`config.mk`:
```
export PLATFORM = sky130hd
export DESIGN_NAME = branch_compare_unit
export DESIGN_NICKNAME = d
export VERILOG_FILES = /design/src/rtl/branch_compare_unit.sv
export SDC_FILE = /design/constraint.sdc
export NUM_CORES = 1
export LEC_CHECK = 0
export CORE_MARGIN = 10
export CORE_UTILIZATION = 47
export CTS_CLUSTER_SIZE = 8
export DETAILED_ROUTE_END_ITERATION = 6
export HOLD_SLACK_MARGIN = 0.1
export PLACE_DENSITY_LB_ADDON = 0.05
export SLEW_MARGIN = 30
export SYNTH_ARGS = -nofsm -noshare
export SYNTH_HDL_FRONTEND = slang
export SYNTH_SLANG_ARGS = --single-unit
```
`constraint.sdc`:
```
create_clock -name clk -period 3.85 [get_ports clk]
set_clock_uncertainty 0.1 [all_clocks]
set_input_delay 0.9625 -clock clk [delete_from_list [all_inputs] [get_ports clk]]
set_output_delay 0.9625 -clock clk [all_outputs]
set_load 0.02 [all_outputs]
```
`src/rtl/branch_compare_unit.sv`:
```
// rtl/branch_compare_unit.sv - multicycle chunked operand comparator for branch flags
//
// Compares two WIDTH-bit operands CHUNK bits per cycle, MSB chunk first,
// stopping at the first differing chunk. Signed compares are mapped onto
// unsigned order by inverting the sign bit of both operands at accept.
//
// Ports:
//   clk        - clock, rising edge
//   rst_n      - asynchronous active-low reset
//   start      - request pulse, accepted only while idle
//   a, b       - operands, sampled on the accept edge
//   signed_cmp - 1 = two's-complement compare, 0 = unsigned
//   busy       - high while a compare is in flight (CMP or DONE)
//   done       - one-cycle pulse when new flags are written
//   igual      - A == B
//   maior      - A > B
//   menor      - A < B
module branch_compare_unit #(
    parameter int WIDTH = 32,
    parameter int CHUNK = 8
) (
    input  logic             clk,
    input  logic             rst_n,
    input  logic             start,
    input  logic [WIDTH-1:0] a,
    input  logic [WIDTH-1:0] b,
    input  logic             signed_cmp,
    output logic             busy,
    output logic             done,
    output logic             igual,
    output logic             maior,
    output logic             menor
);

    localparam int NCHUNK = WIDTH / CHUNK;
    localparam int IDXW   = (NCHUNK > 1) ? $clog2(NCHUNK) : 1;

    if ((WIDTH % CHUNK) != 0 || WIDTH < 2 || CHUNK < 1) begin : g_bad_params
        $error("branch_compare_unit: WIDTH must be a multiple of CHUNK");
    end

    typedef enum logic [1:0] {
        IDLE = 2'd0,
        CMP  = 2'd1,
        DONE = 2'd2
    } state_t;

    state_t            state, state_n;
    logic [WIDTH-1:0]  op_a, op_a_n;
    logic [WIDTH-1:0]  op_b, op_b_n;
    logic [IDXW-1:0]   idx, idx_n;
    logic              igual_n, maior_n, menor_n;

    // The operands are shifted left by one chunk after each equal chunk, so
    // the chunk under examination is always the top CHUNK bits. idx only
    // tracks how many chunks remain.
    logic [CHUNK-1:0]  chunk_a, chunk_b;

    assign chunk_a = op_a[WIDTH-1 -: CHUNK];
    assign chunk_b = op_b[WIDTH-1 -: CHUNK];

    always_ff @(posedge clk or negedge rst_n) begin
        if (!rst_n) begin
            state <= IDLE;
            op_a  <= '0;
            op_b  <= '0;
            idx   <= '0;
            igual <= 1'b0;
            maior <= 1'b0;
            menor <= 1'b0;
        end else begin
            state <= state_n;
            op_a  <= op_a_n;
            op_b  <= op_b_n;
            idx   <= idx_n;
            igual <= igual_n;
            maior <= maior_n;
            menor <= menor_n;
        end
    end

    always_comb begin
        state_n = state;
        op_a_n  = op_a;
        op_b_n  = op_b;
        idx_n   = idx;
        igual_n = igual;
        maior_n = maior;
        menor_n = menor;

        case (state)
            IDLE: begin
                if (start) begin
                    // Flipping the sign bit turns two's-complement order into
                    // unsigned order, so the chunk compare stays unsigned.
                    op_a_n  = {a[WIDTH-1] ^ signed_cmp, a[WIDTH-2:0]};
                    op_b_n  = {b[WIDTH-1] ^ signed_cmp, b[WIDTH-2:0]};
                    idx_n   = IDXW'(NCHUNK - 1);
                    state_n = CMP;
                end
            end
            CMP: begin
                if (chunk_a != chunk_b) begin
                    igual_n = 1'b0;
                    maior_n = (chunk_a > chunk_b);
                    menor_n = (chunk_a < chunk_b);
                    state_n = DONE;
                end else if (idx == '0) begin
                    igual_n = 1'b1;
                    maior_n = 1'b0;
                    menor_n = 1'b0;
                    state_n = DONE;
                end else begin
                    op_a_n = op_a << CHUNK;
                    op_b_n = op_b << CHUNK;
                    idx_n  = idx - IDXW'(1);
                end
            end
            DONE: begin
                state_n = IDLE;
            end
            default: begin
                state_n = IDLE;
            end
        endcase
    end

    assign busy = (state != IDLE);
    assign done = (state == DONE);

endmodule
```
==> impl_metrics.yaml, run 1 <==
global_route:
  grt_pass1_wl_mm: 13.3
  grt.overflow.total: 0
  grt_pass1_vias: 2669
  grt_use_total_pct: 14.5
  grt_max_degree: 72
  grt_antenna_before_repair: 0
sta:
  fmax_mhz: 350
  relSlewSlack_pct: 57.0
  slew_violations: 0
  setup_ws_ns: 0.995
  setup_viol: 0
  fin_crit_ns: 2.86
  rsz0062_at_grt: "no"
  hold_viol: 0
  timing.final.crit_share_pct: 74.2
  setup_tns_ns: 0
  worst_pin_slew_ns: 0.645
detailed_routing:
  dr.pass1.iters: 4
  wire_per_inst_um: 15.9
  drt-total-wl_mm: 8.14
  drtIter0Drc: 83
  via_count: 2540
  viasPerCell: 4.95
  ant_nets: 0
  drc: 0
logic_synthesis:
  ys_seq_area_share_pct: 48.2
  synthesis.area_sq_um: 3690
  synth_area_per_cell_sq_um: 10.9
  ys_ff_latch: 71
  ys_types: 31
  synth_nets: 415
  yosys_warnings: 0
  syn_inst: 338
clock_tree:
  clkTransAtPathRegs_ns: 0.07
  cts_tree: "yes"
  clk_path_buf_depth: 2
  cts_inserted_buffers: 9
  hold_buffers: 0
  cts_setup_buffers: 0
  cts-htree-levels: 3
  cts_resized: 0
  insertion_delay_ns: 0.34
  cts_sinks: 71
  ctsRootBufferMaster: "clkbuf_8"
placed_design:
  portBuffers: 72
  gp_congestion: 0.755
  place_ws_ns: 0.651
  dp_hpwl_mm: 5.74
finish:
  drive_gt1_share_pct: 16.8
  antennaDiodeCount: 0
  final_common_cell: "nand2_1"
  areaGrowthSynthToFinish_pct: 25.3
  layout_common_cells: "nand2_1, dfrtp_1, clkdlybuf4s50_1, mux2_4, a22o_1"
  final_nets: 483
  final_util_pct: 60.1
critical_path:
  end_kind: "register"
  worstSetupPathType: "in2reg"
  crit_path_end: "op_b[10]"
  worstPathArrival_ns: 2.98
  critPathLaunch: "start"
  r2r_cells: 6
  startpoint_type: "input port"
  crit_path_max_fanout: 50
  r2r_end: "op_b[10]"
  r2r_slack_ns: 1.17
  cp.required_ns: 3.98
  r2r_start: "op_a[31]"
run_status:
  outcome: "finished clean"
die:
  rows: 32
  coreArea_sq_um: 7690
  die_w_um: 109
  dieArea_sq_um: 11800
  die_y_um: 109
  boundaryPins: 73
  initial_core_util_pct: 48.0
power:
  p_per_area_nw_per_um2: 859
  finalPower_mw: 3.97
  leakagePower_nw: 2.29
  max-vdd-ir-drop_v: 0.000499
hold_path:
  hold_path.class: "reg2reg"
flow_run:
  drv_cap: 0
state kept, by name, indices dropped and copies added, names as in the netlist:
name / cells
op_a: 32
op_b: 32
idx: 2
state: 2
igual: 1
maior: 1
menor: 1
layout make-up:
class,count,area [sq um]
Fill cell,663,3060
Sequential cell,71,1780
Multi-Input combinational cell,237,1720
Timing Repair Buffer,75,744
Clock buffer,13,169
Tap cell,102,128
Inverter,12,50.0
Clock inverter,3,40.0
worst max-delay path: stages:
cell and delay (ns):
clkdlybuf4s50_1 0.45, inv_1 0.11, nor2_8 0.29, o21ai_4 0.21
inv_6 0.53, mux2_2 0.40
metrics by stage:
stage          cell area [sq um]  cells  hold WS, ns
5_1_grt                     4620    513        0.418
4_1_cts                     4620    513        0.405
6_report                    4620    513        0.394
2_1_floorplan               3690    338        0.366
3_3_place_gp                4410    497        0.383
3_5_place_dp                4410    497        0.382
logic make-up (layout without fill, tap and decap cells):
group                      after synthesis  in the layout  share of synthesized area, %
AOI/OAI and AO/OA                       30             30                          6.41
DFF                                     71             71                          48.2
buffers and inverters                   30            103                          5.63
and+or+nand+nor                        139            139                          15.2
muxes                                   57             57                          21.1
adders and majority gates                9              9                          3.05
xor gates and xnor gates                 2              2                         0.475
cells in the mapped netlist:
master | number | share of area (%)
ha_1 | 9 | 3.1
o211ai_1 | 1 | 0.20
buf_2 | 1 | 0.14
inv_6 | 1 | 0.24
nor2_1 | 5 | 0.51
o21ai_2 | 1 | 0.24
a21oi_1 | 6 | 0.81
xnor2_1 | 2 | 0.47
a22o_1 | 16 | 3.8
nand3_1 | 1 | 0.14
o21ai_4 | 1 | 0.44
nand2_1 | 123 | 13
clkbuf_1 | 9 | 0.92
mux2_2 | 1 | 0.31
nor2b_1 | 3 | 0.51
dfrtp_1 | 71 | 48
o21ai_0 | 2 | 0.27
nor2_8 | 1 | 0.54
nand4_1 | 2 | 0.34
nand2b_1 | 1 | 0.17
buf_4 | 2 | 0.41
mux2_4 | 41 | 17
buf_1 | 1 | 0.10
buf_12 | 5 | 2.7
mux2i_1 | 15 | 4.1
and3_1 | 1 | 0.17
a211o_1 | 1 | 0.24
or2_2 | 2 | 0.34
o31ai_1 | 1 | 0.20
a211oi_1 | 1 | 0.20
inv_1 | 11 | 1.1
report_power, final:
part | total [mW] | internal, mW | switching, mW
clock network | 0.619 | 0.351 | 0.268
registers | 1.35 | 1.13 | 0.218
logic | 2.01 | 1.07 | 0.932
layer usage:
metal	vias up	share of wire [%]	GRT usage, %
li1	1256	-	-
met4	0	2.1	7.06
met2	59	45	21.4
met1	1212	48	19.5
met3	13	4.7	3.33
met5	-	0	0
how the worst min path moves through the flow:
| stage | start | to | cells after the start |
|---|---|---|---|
| floorplan | op_a[0] | op_a[0] | 1 |
| detailed placement | op_b[0] | op_b[0] | 1 |
| CTS | op_b[1] | op_b[1] | 1 |
| global route | igual | igual | 2 |
| finish | igual | igual | 2 |
| global placement | op_b[5] | op_b[5] | 1 |
(Power assumes the default switching activity.)
==> run 2, diff against run 1 <==
==> constraint.sdc (replaced) <==
create_clock -name clk -period 2.5 [get_ports clk]
set_clock_uncertainty 0.1 [all_clocks]
set_input_delay 0.625 -clock clk [delete_from_list [all_inputs] [get_ports clk]]
set_output_delay 0.625 -clock clk [all_outputs]
set_load 0.02 [all_outputs]
==> impl_metrics.yaml, run 2 (synthesis gave the netlist of run 1 again) <==
sta:
  setup_tns_ns: 0
  rsz0062_at_grt: "no"
  timing.final.crit_share_pct: 96.3
  hold_viol: 0
  relSlewSlack_pct: 70.4
  slew_violations: 0
  timing.hold.ws_ns: 0.131
  setup_viol: 0
  worst_pin_slew_ns: 0.444
  fin_crit_ns: 2.41
  fmax_mhz: 415
die:
  rows: 32
  boundaryPins: 73
  die_w_um: 109
  coreArea_sq_um: 7690
  die_y_um: 109
  initial_core_util_pct: 48.0
  dieArea_sq_um: 11800
critical_path:
  crit_family: "buffers and inverters"
  crit_slowest_cell: "clkdlybuf4s50_1"
  r2r_end: "op_a[26]"
  critPathLaunch: "state[0]"
  r2r_start: "op_a[29]"
  cpPeakStageDelay_ns: 0.56
  path_cells: "or2_2 -> clkdlybuf4s50_1"
  startpoint_type: "register"
  r2r_slack_ns: 0.20
  path_depth: 2
  worstSetupPathType: "reg2out"
  r2r_cells: 7
  cp.required_ns: 1.77
  worstPathArrival_ns: 1.68
  end_kind: "primary output"
  crit_path_end: "busy"
  worst-path-buf-inv: 1
  crit_path_max_fanout: 4
detailed_routing:
  dr.pass1.iters: 4
  wire_per_inst_um: 14.8
  via_count: 2523
  drc: 0
  dr.max_layer_used: "met4"
  ant_nets: 0
  drt-total-wl_mm: 7.72
  drtIter0Drc: 66
  wl_met2_mm: 3.58
  viasPerCell: 4.85
  m1WireLength_mm: 3.61
  met3_length_um: 400
clock_tree:
  cts_tree: "yes"
  cts_setup_buffers: 0
  cts_inserted_buffers: 9
  clkTransAtPathRegs_ns: 0.07
  cts_sinks: 71
  cts-htree-levels: 3
  clk_path_buf_depth: 2
  hold_buffers: 0
  insertion_delay_ns: 0.33
  ctsRootBufferMaster: "clkbuf_8"
  cts_resized: 0
flow_run:
  drv_cap: 0
power:
  max-vdd-ir-drop_v: 0.000534
  finalPower_mw: 6.12
  leakagePower_nw: 2.31
  p_per_area_nw_per_um2: 1310
global_route:
  grt_pass1_wl_mm: 13.0
  grt_pass1_vias: 2718
  grt_antenna_before_repair: 0
  grt.overflow.total: 0
  grt_use_total_pct: 13.8
  grt_max_degree: 38
run_status:
  outcome: "finished clean"
finish:
  final_util_pct: 60.9
  final_nets: 490
  antennaDiodeCount: 0
  fillerInstances: 678
  final_common_cell: "nand2_1"
  drive_gt1_share_pct: 17.7
  layout_common_cells: "nand2_1, dfrtp_1, clkdlybuf4s50_1, mux2_4, a22o_1"
  areaGrowthSynthToFinish_pct: 26.8
  fin_area_sq_um: 4680
  reg_top3: "op_a: 32 flops, op_b: 32 flops"
placed_design:
  portBuffers: 72
  post_dp_cell_area_sq_um: 4490
  gp_congestion: 0.788
  dp_hpwl_mm: 5.97
hold_path:
  hold_path.class: "in2async"
-- run 2: per-layer routing --
metal	vias to the layer above	global-route usage, %
met5	-	0
met4	0	5.37
met3	9	3.63
met2	57	21.2
met1	1178	18.2
li1	1279	-
-- run 2: how the worst min path moves through the flow --
| stage | from | to | slack, ns | cells past startpoint |
|---|---|---|---|---|
| 6_report | rst_n | op_a[21] | 0.13 | 1 |
| 5_1_grt | rst_n | op_a[21] | 0.15 | 1 |
| 4_1_cts | rst_n | op_a[21] | 0.14 | 1 |
| 3_5_place_dp | igual | igual | 0.38 | 2 |
| 3_3_place_gp | igual | igual | 0.38 | 2 |
| 2_1_floorplan | rst_n | idx[0] | 0.23 | 0 |
-- run 2: power breakdown --
part	leakage, nW	switching, mW	internal [mW]	total [mW]
Sequential	0.860	0.334	1.74	2.07
Combinational	1.36	1.41	1.75	3.16
Clock	0.0936	0.395	0.488	0.883
Total	2.31	2.14	3.97	6.12
-- run 2: layout make-up --
type / instances / area [sq um] / area share (%)
flip-flops and latches: 71 / 1780 / 38.0
multi-input cells: 237 / 1720 / 36.7
repair buffers: 82 / 818 / 17.5
clock buffers: 13 / 149 / 3.18
well taps: 102 / 128 / 2.73
inverters: 12 / 50.0 / 1.07
clock inverters: 3 / 42.5 / 0.909
-- run 2: worst reg2reg max path, cell delays in order, from the launching register on --
cell,delay [ns]
dfrtp_1,0.42
ha_1,0.32
nand4_1,0.18
o21ai_2,0.32
o21ai_4,0.13
inv_6,0.11
buf_4,0.28
mux2_4,0.33
-- run 2: per-stage QoR --
stage | worst slack, ns | std cells
after floorplan | 0.497 | 338
after global placement | 0.169 | 504
after detailed placement | 0.148 | 504
after CTS | 0.0732 | 520
after global routing | 0.0330 | 520
final | 0.0925 | 520
==> run 3, diff against run 2 <==
--- a/config.mk
+++ b/config.mk
@@ -11,6 +11,7 @@
 export DETAILED_ROUTE_END_ITERATION = 6
 export HOLD_SLACK_MARGIN = 0.1
 export PLACE_DENSITY_LB_ADDON = 0.05
+export REMOVE_ABC_BUFFERS = 1
 export SLEW_MARGIN = 30
 export SYNTH_ARGS = -nofsm -noshare
 export SYNTH_HDL_FRONTEND = slang
==> impl_metrics.yaml, run 3 (synthesis gave the netlist of run 1 again) <==
run_status:
  outcome: "finished clean"
power:
  leakagePower_nw: 2.33
  finalPower_mw: 6.34
  p_per_area_nw_per_um2: 1340
  max-vdd-ir-drop_v: 0.000731
clock_tree:
  clkTransAtPathRegs_ns: 0.07
  cts_inserted_buffers: 9
  cts_resized: 0
  ctsRootBufferMaster: "clkbuf_8"
  hold_buffers: 0
  cts_setup_buffers: 0
  cts_sinks: 71
  clk_path_buf_depth: 2
  cts-htree-levels: 3
  insertion_delay_ns: 0.35
  cts_tree: "yes"
finish:
  fillerInstances: 650
  layout_common_cells: "nand2_1, dfrtp_1, clkdlybuf4s50_1, mux2_4, a22o_1"
  antennaDiodeCount: 0
  multiInputGateArea_sq_um: 1720
  regArea_sq_um: 1780
  final_common_cell: "nand2_1"
  drive_gt1_share_pct: 18.4
  final_util_pct: 61.4
  finalNonFillerCells: 520
  reg_top3: "op_a: 32 flops, op_b: 32 flops"
  areaGrowthSynthToFinish_pct: 27.9
  final_nets: 490
detailed_routing:
  drc: 0
  ant_nets: 0
  viasPerCell: 4.91
  wire_per_inst_um: 15.3
  dr.pass1.iters: 4
  via_count: 2555
  drt-total-wl_mm: 7.94
  drtIter0Drc: 67
sta:
  slew_violations: 0
  setup_ws_ns: 0.0890
  hold_viol: 0
  setup_tns_ns: 0
  worst_pin_slew_ns: 0.575
  rsz0062_at_grt: "no"
  setup_viol: 0
  timing.final.crit_share_pct: 96.4
  fmax_mhz: 415
  relSlewSlack_pct: 61.7
  fin_crit_ns: 2.41
placed_design:
  dpl.cell_count: 504
  dp_hpwl_mm: 5.56
  portBuffers: 72
  gp_congestion: 0.701
  place_ws_ns: 0.200
global_route:
  grt_use_total_pct: 14.5
  grt_antenna_before_repair: 0
  grt.overflow.total: 0
  grt_max_degree: 47
  use_met3_pct: 4.22
  gr-usage-met1_pct: 19.3
  grt_use_met2_pct: 21.9
  grt_pass1_wl_mm: 13.5
  grt_pass1_vias: 2741
  busiest_layer: "met2"
critical_path:
  worstSetupPathType: "reg2out"
  worstPathArrival_ns: 1.69
  startpoint_type: "register"
  cp.required_ns: 1.77
  end_kind: "primary output"
  crit_path_max_fanout: 4
die:
  rows: 32
  coreArea_sq_um: 7690
  initial_core_util_pct: 48.0
  die_w_um: 109
  boundaryPins: 73
  dieArea_sq_um: 11800
  die_y_um: 109
flow_run:
  drv_cap: 0
hold_path:
  hold_path.class: "in2async"
run 3: layout make-up:
cell class              instances  share of cell area (%)
clock buffers                  11                    3.21
clock inverters                 5                    1.70
inverters                      12                    1.06
multi-input cells             237                    36.3
flip-flops and latches         71                    37.6
well taps                     102                    2.70
repair buffers                 82                    17.3
run 3: per-stage QoR:
step / hold slack (ns) / cell area [sq um]
3_3_place_gp: 0.382 / 4490
2_1_floorplan: 0.229 / 3530
5_1_grt: 0.216 / 4720
3_5_place_dp: 0.382 / 4490
4_1_cts: 0.189 / 4720
6_report: 0.171 / 4720
run 3: final timing paths:
check                               from       end  slack (ns)  cells after the start
worst max-delay path            state[0]      busy        0.09                      2
worst min-delay path               rst_n  op_b[11]        0.17                      1
worst max register to register  op_a[31]  op_a[29]        0.21                      7
worst min register to register   op_b[1]   op_b[1]        0.40                      1
max in group asynchronous          rst_n  op_a[26]        1.49                      2
min in group clk                 op_b[1]   op_b[1]        0.40                      1
run 3: metal layers:
layer,vias up,part of all wire (%)
li1,1268,-
met1,1215,47
met3,11,6.9
met4,0,1.6
met5,-,0
met2,61,44
run 3: power breakdown:
group | switching (mW) | total (mW) | internal, mW | leakage (nW)
sequential | 0.313 | 2.05 | 1.74 | 0.860
clock | 0.436 | 1.05 | 0.615 | 0.112
combinational | 1.48 | 3.24 | 1.76 | 1.36
run 3: critical path, cell delays in order, from the launching register on:
cell             delay [ns]
dfrtp_1                0.42
or2_2                  0.37
clkdlybuf4s50_1        0.56
